## src/rtl/fibonacci_seq_engine_if.sv

```systemverilog
// Purpose: request/result bundle for the Fibonacci sequence engine.
// Latency: n/a (wires only).
// Backpressure: none; start is only sampled while the engine is idle (busy=0).
// Ports: start/n_in/stream_mode (requester -> engine); busy/done/fibo_out/overflow,
//        term_valid/term_data (engine -> requester).
interface fibonacci_seq_engine_if #(
  parameter int DATA_W = 16,
  parameter int IDX_W  = 5
);
  logic              start;
  logic [IDX_W-1:0]  n_in;
  logic              stream_mode;
  logic              busy;
  logic              done;
  logic [DATA_W-1:0] fibo_out;
  logic              overflow;
  logic              term_valid;
  logic [DATA_W-1:0] term_data;

  modport master (
    output start, n_in, stream_mode,
    input  busy, done, fibo_out, overflow, term_valid, term_data
  );

  modport slave (
    input  start, n_in, stream_mode,
    output busy, done, fibo_out, overflow, term_valid, term_data
  );
endinterface

```

## src/rtl/fibonacci_seq_engine.sv

```systemverilog
// Purpose: computes F(n) one iteration per clock, optionally streaming F(0)..F(n).
// Latency: n+1 clocks from start acceptance to the done pulse (n=0 -> 1 clock).
// Backpressure: none; start while busy is dropped, start during the done cycle is accepted.
// Ports: clk, reset_n (async active-low), bus (fibonacci_seq_engine_if.slave).
// Config: define FIBO_SATURATE_EN to clamp overflowed results/terms to all-ones;
//         otherwise overflowed values wrap modulo 2**DATA_W.
module fibonacci_seq_engine #(
  parameter int DATA_W = 16,
  parameter int IDX_W  = 5
) (
  input  logic                 clk,
  input  logic                 reset_n,
  fibonacci_seq_engine_if.slave bus
);

  typedef enum logic {IDLE = 1'b0, CALC = 1'b1} state_e;

  state_e            state_q, state_d;
  logic [IDX_W-1:0]  n_q, n_d;
  logic              stream_q, stream_d;
  logic [DATA_W-1:0] a_q, a_d;        // current term F(cnt)
  logic [DATA_W-1:0] b_q, b_d;        // look-ahead term F(cnt+1)
  logic [IDX_W-1:0]  cnt_q, cnt_d;
  logic              ovf_a_q, ovf_a_d; // F(cnt) has exceeded DATA_W bits
  logic              ovf_b_q, ovf_b_d; // F(cnt+1) has exceeded DATA_W bits
  logic              busy_q, busy_d;
  logic              done_q, done_d;
  logic [DATA_W-1:0] fibo_q, fibo_d;
  logic              overflow_q, overflow_d;
  logic              term_valid_q, term_valid_d;
  logic [DATA_W-1:0] term_data_q, term_data_d;

  logic [DATA_W:0]   sum;
  logic [DATA_W-1:0] a_shown;         // F(cnt) as it should appear on the outputs

  assign sum = {1'b0, a_q} + {1'b0, b_q};

`ifdef FIBO_SATURATE_EN
  assign a_shown = ovf_a_q ? {DATA_W{1'b1}} : a_q;
`else
  assign a_shown = a_q;
`endif

  always_comb begin
    state_d      = state_q;
    n_d          = n_q;
    stream_d     = stream_q;
    a_d          = a_q;
    b_d          = b_q;
    cnt_d        = cnt_q;
    ovf_a_d      = ovf_a_q;
    ovf_b_d      = ovf_b_q;
    busy_d       = busy_q;
    done_d       = 1'b0;
    fibo_d       = fibo_q;
    overflow_d   = overflow_q;
    term_valid_d = 1'b0;
    term_data_d  = term_data_q;

    case (state_q)
      IDLE: begin
        if (bus.start) begin
          n_d      = bus.n_in;
          stream_d = bus.stream_mode;
          a_d      = '0;
          b_d      = DATA_W'(1);
          cnt_d    = '0;
          ovf_a_d  = 1'b0;
          ovf_b_d  = 1'b0;
          busy_d   = 1'b1;
          state_d  = CALC;
        end
      end
      CALC: begin
        if (stream_q) begin
          term_valid_d = 1'b1;
          term_data_d  = a_shown;
        end
        // Terminate on equality before incrementing so cnt never wraps at max n.
        if (cnt_q == n_q) begin
          fibo_d     = a_shown;
          overflow_d = ovf_a_q;
          done_d     = 1'b1;
          busy_d     = 1'b0;
          state_d    = IDLE;
        end else begin
          a_d     = b_q;
          b_d     = sum[DATA_W-1:0];
          // Overflow is sticky along the sequence: once a term overflows, all later ones do.
          ovf_a_d = ovf_b_q;
          ovf_b_d = ovf_a_q | ovf_b_q | sum[DATA_W];
          cnt_d   = cnt_q + IDX_W'(1);
        end
      end
      default: state_d = IDLE;
    endcase
  end

  always_ff @(posedge clk or negedge reset_n) begin
    if (!reset_n) begin
      state_q      <= IDLE;
      n_q          <= '0;
      stream_q     <= 1'b0;
      a_q          <= '0;
      b_q          <= '0;
      cnt_q        <= '0;
      ovf_a_q      <= 1'b0;
      ovf_b_q      <= 1'b0;
      busy_q       <= 1'b0;
      done_q       <= 1'b0;
      fibo_q       <= '0;
      overflow_q   <= 1'b0;
      term_valid_q <= 1'b0;
      term_data_q  <= '0;
    end else begin
      state_q      <= state_d;
      n_q          <= n_d;
      stream_q     <= stream_d;
      a_q          <= a_d;
      b_q          <= b_d;
      cnt_q        <= cnt_d;
      ovf_a_q      <= ovf_a_d;
      ovf_b_q      <= ovf_b_d;
      busy_q       <= busy_d;
      done_q       <= done_d;
      fibo_q       <= fibo_d;
      overflow_q   <= overflow_d;
      term_valid_q <= term_valid_d;
      term_data_q  <= term_data_d;
    end
  end

  assign bus.busy       = busy_q;
  assign bus.done       = done_q;
  assign bus.fibo_out   = fibo_q;
  assign bus.overflow   = overflow_q;
  assign bus.term_valid = term_valid_q;
  assign bus.term_data  = term_data_q;

endmodule

```

## src/flat_wrapper.sv

```systemverilog
// flat-port wrapper written by rule: the top's interface ports become plain ports
module fibonacci_seq_engine_flat 
#(
  parameter int DATA_W = 16,
  parameter int IDX_W  = 5
)
  (clk, reset_n, bus_start, bus_n_in, bus_stream_mode, bus_busy, bus_done, bus_fibo_out, bus_overflow, bus_term_valid, bus_term_data);
  fibonacci_seq_engine_if #(.DATA_W(DATA_W), .IDX_W(IDX_W)) bus_i ();
  input  logic clk;
  input  logic reset_n;
  input wire logic [$bits(bus_i.start)-1:0] bus_start;
  input wire logic [$bits(bus_i.n_in)-1:0] bus_n_in;
  input wire logic [$bits(bus_i.stream_mode)-1:0] bus_stream_mode;
  output wire logic [$bits(bus_i.busy)-1:0] bus_busy;
  output wire logic [$bits(bus_i.done)-1:0] bus_done;
  output wire logic [$bits(bus_i.fibo_out)-1:0] bus_fibo_out;
  output wire logic [$bits(bus_i.overflow)-1:0] bus_overflow;
  output wire logic [$bits(bus_i.term_valid)-1:0] bus_term_valid;
  output wire logic [$bits(bus_i.term_data)-1:0] bus_term_data;
  assign bus_i.start = bus_start;
  assign bus_i.n_in = bus_n_in;
  assign bus_i.stream_mode = bus_stream_mode;
  assign bus_busy = bus_i.busy;
  assign bus_done = bus_i.done;
  assign bus_fibo_out = bus_i.fibo_out;
  assign bus_overflow = bus_i.overflow;
  assign bus_term_valid = bus_i.term_valid;
  assign bus_term_data = bus_i.term_data;
  fibonacci_seq_engine #(.DATA_W(DATA_W), .IDX_W(IDX_W)) u_core (.clk(clk), .reset_n(reset_n), .bus(bus_i));
endmodule
```

## config.mk

```make
export PLATFORM = sky130hd
export DESIGN_NAME = fibonacci_seq_engine_flat
export DESIGN_NICKNAME = d
export VERILOG_FILES = /design/src/rtl/fibonacci_seq_engine_if.sv /design/src/rtl/fibonacci_seq_engine.sv /design/src/flat_wrapper.sv
export SDC_FILE = /design/constraint.sdc
export NUM_CORES = 1
export LEC_CHECK = 0
export ABC_AREA = 1
export BUFFER_PORTS_ARGS = -buffer_cell sky130_fd_sc_hd__buf_4
export CELL_PAD_IN_SITES_DETAIL_PLACEMENT = 1
export CELL_PAD_IN_SITES_GLOBAL_PLACEMENT = 1
export CORE_UTILIZATION = 30
export CTS_CLUSTER_SIZE = 12
export DETAILED_ROUTE_END_ITERATION = 8
export PLACE_DENSITY_LB_ADDON = 0.1
export SLEW_MARGIN = 20
export SYNTH_ARGS = -nofsm -noshare
export SYNTH_HDL_FRONTEND = slang
export SYNTH_SLANG_ARGS = --single-unit
```

## constraint.sdc

```tcl
create_clock -name clk -period 1.5 [get_ports clk]
set_input_delay 0.075 -clock clk [delete_from_list [all_inputs] [get_ports clk]]
set_output_delay 0.075 -clock clk [all_outputs]
set_load 0.01 [all_outputs]
```

# [After elaboration in Yosys (flattened, before gate mapping)]
# Index checks and enable logic that the tools add are counted.
[word_totals] input_bits=9 register_bits=82 wordCells=52 out_inout_bits=36
[op_classes] reduce_logical=5 bitwise=3 addsub=2 mux=24 n_eq_ne=4
[op_table] cell="$mux W16" n=4
[op_table] cell="$pmux W16 S2" n=2
[op_table] cell="$add A16 B16 Y17" n=1
[op_table] cell="$mux W1" n=11
[op_table] cell="$mux W5" n=2
[op_table] cell="$pmux W5 S2" n=1
[op_table] cell="$reduce_and A2 Y1" n=5
[op_table] cell="$pmux W1 S2" n=4
[op_table] cell="$ne A2 B2 Y1 const B" n=3
[op_table] cell="$add A5 B1 Y5 const B" n=1
[op_table] cell="$eq A5 B5 Y1" n=1
[op_table] cell="$or A1 B1 Y1" n=2
[op_table] cell="$not A1 Y1" n=1

# [Longest topological paths before layout]
[depth] depth_word=4 ltp_mapped=12

# [Worst setup path after synthesis]
# Ideal clock, no wire load.
[synth_path] kind="reg-to-reg" start="register u_core.b_q[2]" end="register u_core.b_q[5]" setup_slack_ns=-0.184 arrival_ns=1.565 path_stages_with_launch=8 t_required_ns=1.381 path_buffers=0 setup_ns=0.119 synth_period_minus_slack_ns=1.684 path_cell_list="dfrtp_1 > ha_1 > or2_2 > nand3_1 > nand2_1 > or2_2 > nand3_1 > o21ai_2"
[synth_via] elab_chain_cells=3
[synth_lines] element="start, declared" line="fibonacci_seq_engine.sv:22" source="logic [DATA_W-1:0] b_q, b_d;"
[synth_lines] element="start signal, assigned" line="fibonacci_seq_engine.sv:105" source="b_q <= '0;"
[synth_lines] element="start signal, assigned" line="fibonacci_seq_engine.sv:120" source="b_q <= b_d;"
[synth_lines] element="$add A16 B16 Y17" line="fibonacci_seq_engine.sv:36" source="assign sum = {1'b0, a_q} + {1'b0, b_q};"
[synth_lines] element="$mux W16" line="fibonacci_seq_engine.sv:80" source="if (cnt_q == n_q) begin"
[synth_lines] element="$pmux W16 S2" line="fibonacci_seq_engine.sv:60" source="case (state_q)"
# No other way between the ends. The select of a mux whose other input is x is not followed.
# A chain may end at the register's enable or synchronous reset.

# [Worst setup path in the final report]
[layout_path] start="register u_core.a_q[0]" end="register u_core.b_q[8]"
[layout_via] elab_chain_cells=3
[layout_lines] element="start, declared" line="fibonacci_seq_engine.sv:21" source="logic [DATA_W-1:0] a_q, a_d;"
[layout_lines] element="start signal, assigned" line="fibonacci_seq_engine.sv:104" source="a_q <= '0;"
[layout_lines] element="start signal, assigned" line="fibonacci_seq_engine.sv:119" source="a_q <= a_d;"
[layout_lines] element="$add A16 B16 Y17" line="fibonacci_seq_engine.sv:36"
[layout_lines] element="$mux W16" line="fibonacci_seq_engine.sv:80"
[layout_lines] element="$pmux W16 S2" line="fibonacci_seq_engine.sv:60"
# No other way between the ends. The select of a mux whose other input is x is not followed.

==> impl_metrics.ini <==
[clocking]
h-tree-depth = 3
cts.sinks = 82
cts_buffers = 9
cts_tree = yes
cts_buffer_depth = 2
clkLatencyLatePin_ns = 0.34
clk_pin_slew_ns = 0.07
clk_root_buffer_cell = clkbuf_16

[logic_synthesis]
synth_nets = 540
yosys-top-cells-area = dfrtp_1 (48%), nand2_1 (14%), inv_1 (6.8%)
syn-cell-area_um2 = 4310
synth_cell_types = 32
seq_area_frac_synth = 0.476
avgSynthCellArea_um2 = 8.39
yosys_warnings = 0
synth_cells = 513
synth_top_area_share = 0.476
post-synth-top-area-cell = dfrtp_1
synth_seq_cells = 82

[global_routing]
grt.overflow.total = 0
grt.total_usage = 0.194
grt_start_max_net_pins = 49
antenna_found_initial = 0
grt_pass1_vias = 4147
grt_pass1_wl_um = 21700

[place]
place_ws_ns = -0.294
dpl_cell_area_um2 = 5310
place_hpwl_um = 8670
gp_congestion = 0.743
portBuffers = 44

[sta]
slew_headroom = 0.773
slew_viol_final = 0
rsz0062_at_grt = true
worst_slack_ns = -0.267
finalCriticalPeriod_ns = 1.77
fmax_mhz = 566
period_share = 1.18
setup_violations = 57
tightestPinTransition_ns = 0.340
fin_skew_ns = 0.00824
finalHoldViolCount = 0
fin_hold_ws_ns = 0.165

[run_status]
failed_checks = negative setup slack
status = finished with violations

[power]
combPwrFrac = 0.662
power_mw = 19.4
ir_drop_mv = 1.27
p_sw_frac = 0.427
power.switching_mw = 8.29
clockPowerShare = 0.125
seqPwrFrac = 0.213
leakagePower_nw = 3.26
internal_power_mw = 11.1
powerDensity_nw_per_um2 = 2910

[worst_setup_path]
r2r-start = u_core.a_q[0]
worst-endpoint-required_ns = 1.77
cp-start-kind = flop
r2r_slack_ns = -0.27
r2r_cells = 12
cp-startpoint = u_core.a_q[0]
arrival_ns = 2.04
crit_type = flop to flop
reg2reg_to = u_core.b_q[8]
cp_max_fo = 3
cp-end-kind = flop

[die]
die_y_um = 122
core_um2 = 13900
rows = 43
io_pins = 45
dieArea_um2 = 14800
initial_utilization = 0.309
fp.dieW_um = 122

[finish]
n_fill_cell = 1589
fin_area_um2 = 6660
syn_to_final_growth_pct = 54.7
antennaDiodeCount = 0
fin_util = 0.478
fin_nets = 677
layout-drive-gt1-share = 0.417
final_common_cell = nand2_1
final_cell_mix = nand2_1 (136), buf_4 (99), dfrtp_1 (82)

[drt]
dr.pass1.iters = 5
avgViaCountPerCell = 4.61
drt_first_iter_violations = 166
wl_per_cell_um = 16.3
drc = 0
drt-total-wl_um = 13600
num_vias = 3844
postRouteAntennaNets = 0

[worst_hold_path]
hold_path_class = input port to asynchronous set/reset pin

[job]
cap_violations = 0
-- sequential cells by signal, summed over array words and instances, names as in the netlist, 5 cells and up --
signal and cells:
u_core.bus.term_data 16, u_core.b_q 16, u_core.bus.fibo_out 16, u_core.n_q 5, u_core.a_q 16, u_core.cnt_q 5
-- Yosys cell counts, drive strengths merged --
library cell,n
a21oi,27
o22ai,12
nor2,39
xor2,3
nor3,1
ha,17
fa,1
inv,82
xnor2,3
o21ai,40
dfrtp,82
or2,2
a21o,1
clkbuf,3
nand2,161
nand3,25
and2,1
nand4,1
nand3b,3
buf,9
-- stage by stage --
step | instances | setup TNS [ns]
3_5_place_dp | 782 | -3.14
2_1_floorplan | 513 | -0.0205
5_1_grt | 834 | -10.87
4_1_cts | 826 | -4.04
3_3_place_gp | 782 | -2.04
6_report | 834 | -6.37
-- worst max-delay path: stages, from the launching register on --
cell,delay (ns)
dfrtp_1,0.36
ha_2,0.20
inv_2,0.04
fa_2,0.37
inv_2,0.08
nand3_2,0.08
nand3_4,0.09
nand2_2,0.06
nand2_2,0.10
nor2_1,0.05
nor2_1,0.12
nand2_1,0.08
o21ai_2,0.06
-- power by group through the flow --
stage	logic [mW]	registers, mW	clock network (mW)
after detailed placement	9.65	3.98	0
after CTS	11.9	4.11	2.51
after floorplan	5.66	4.09	0
after global routing	14.1	4.28	2.59
after global placement	9.42	3.93	0
final	12.8	4.14	2.43
-- kinds of logic after synthesis --
logic type	share of synthesized area
AO/OA/AOI/OAI	0.128
XOR/XNOR	0.0122
adder cells (fa/ha/maj)	0.0540
buffers and inverters	0.0950
flip-flops	0.476
AND/OR/NAND/NOR	0.234
-- repair_timing --
item                                    4_1_cts  5_1_grt
pin swaps                                    31       15
gates cloned                                  6        3
gates resized for setup                      82       55
endpoints found under the setup margin       43       58
hold buffers                                  7        0
hold endpoints to repair                     69        0
buffers inserted                             16        8
-- how the worst max path moves through the flow --
stage	cells after the start	slack, ns	end
floorplan	12	-0.02	u_core.b_q[8]
global placement	11	-0.22	u_core.b_q[10]
detailed placement	11	-0.29	u_core.b_q[10]
CTS	11	-0.18	u_core.b_q[10]
global route	12	-0.35	u_core.b_q[8]
finish	12	-0.27	u_core.b_q[8]
-- metal layers --
layer  share of wire  GRT usage  vias to the layer above
met5               0          0                        -
met4          0.0082     0.0648                        0
met3           0.023     0.0407                       11
met2            0.51      0.328                       31
met1            0.46      0.246                     1922
li1                -          -                     1880
-- area by class of cell --
cell class	count	area, µm²	area share
multi-input cells	338	2370	0.355
flip-flops and latches	82	2050	0.308
repair buffers	136	1360	0.204
inverters	82	325	0.0488
clock buffers	11	243	0.0364
well taps	180	225	0.0338
clock inverters	4	76.3	0.0115
repair inverters	1	16.3	0.00244
Power figures use the tool's default switching activity.
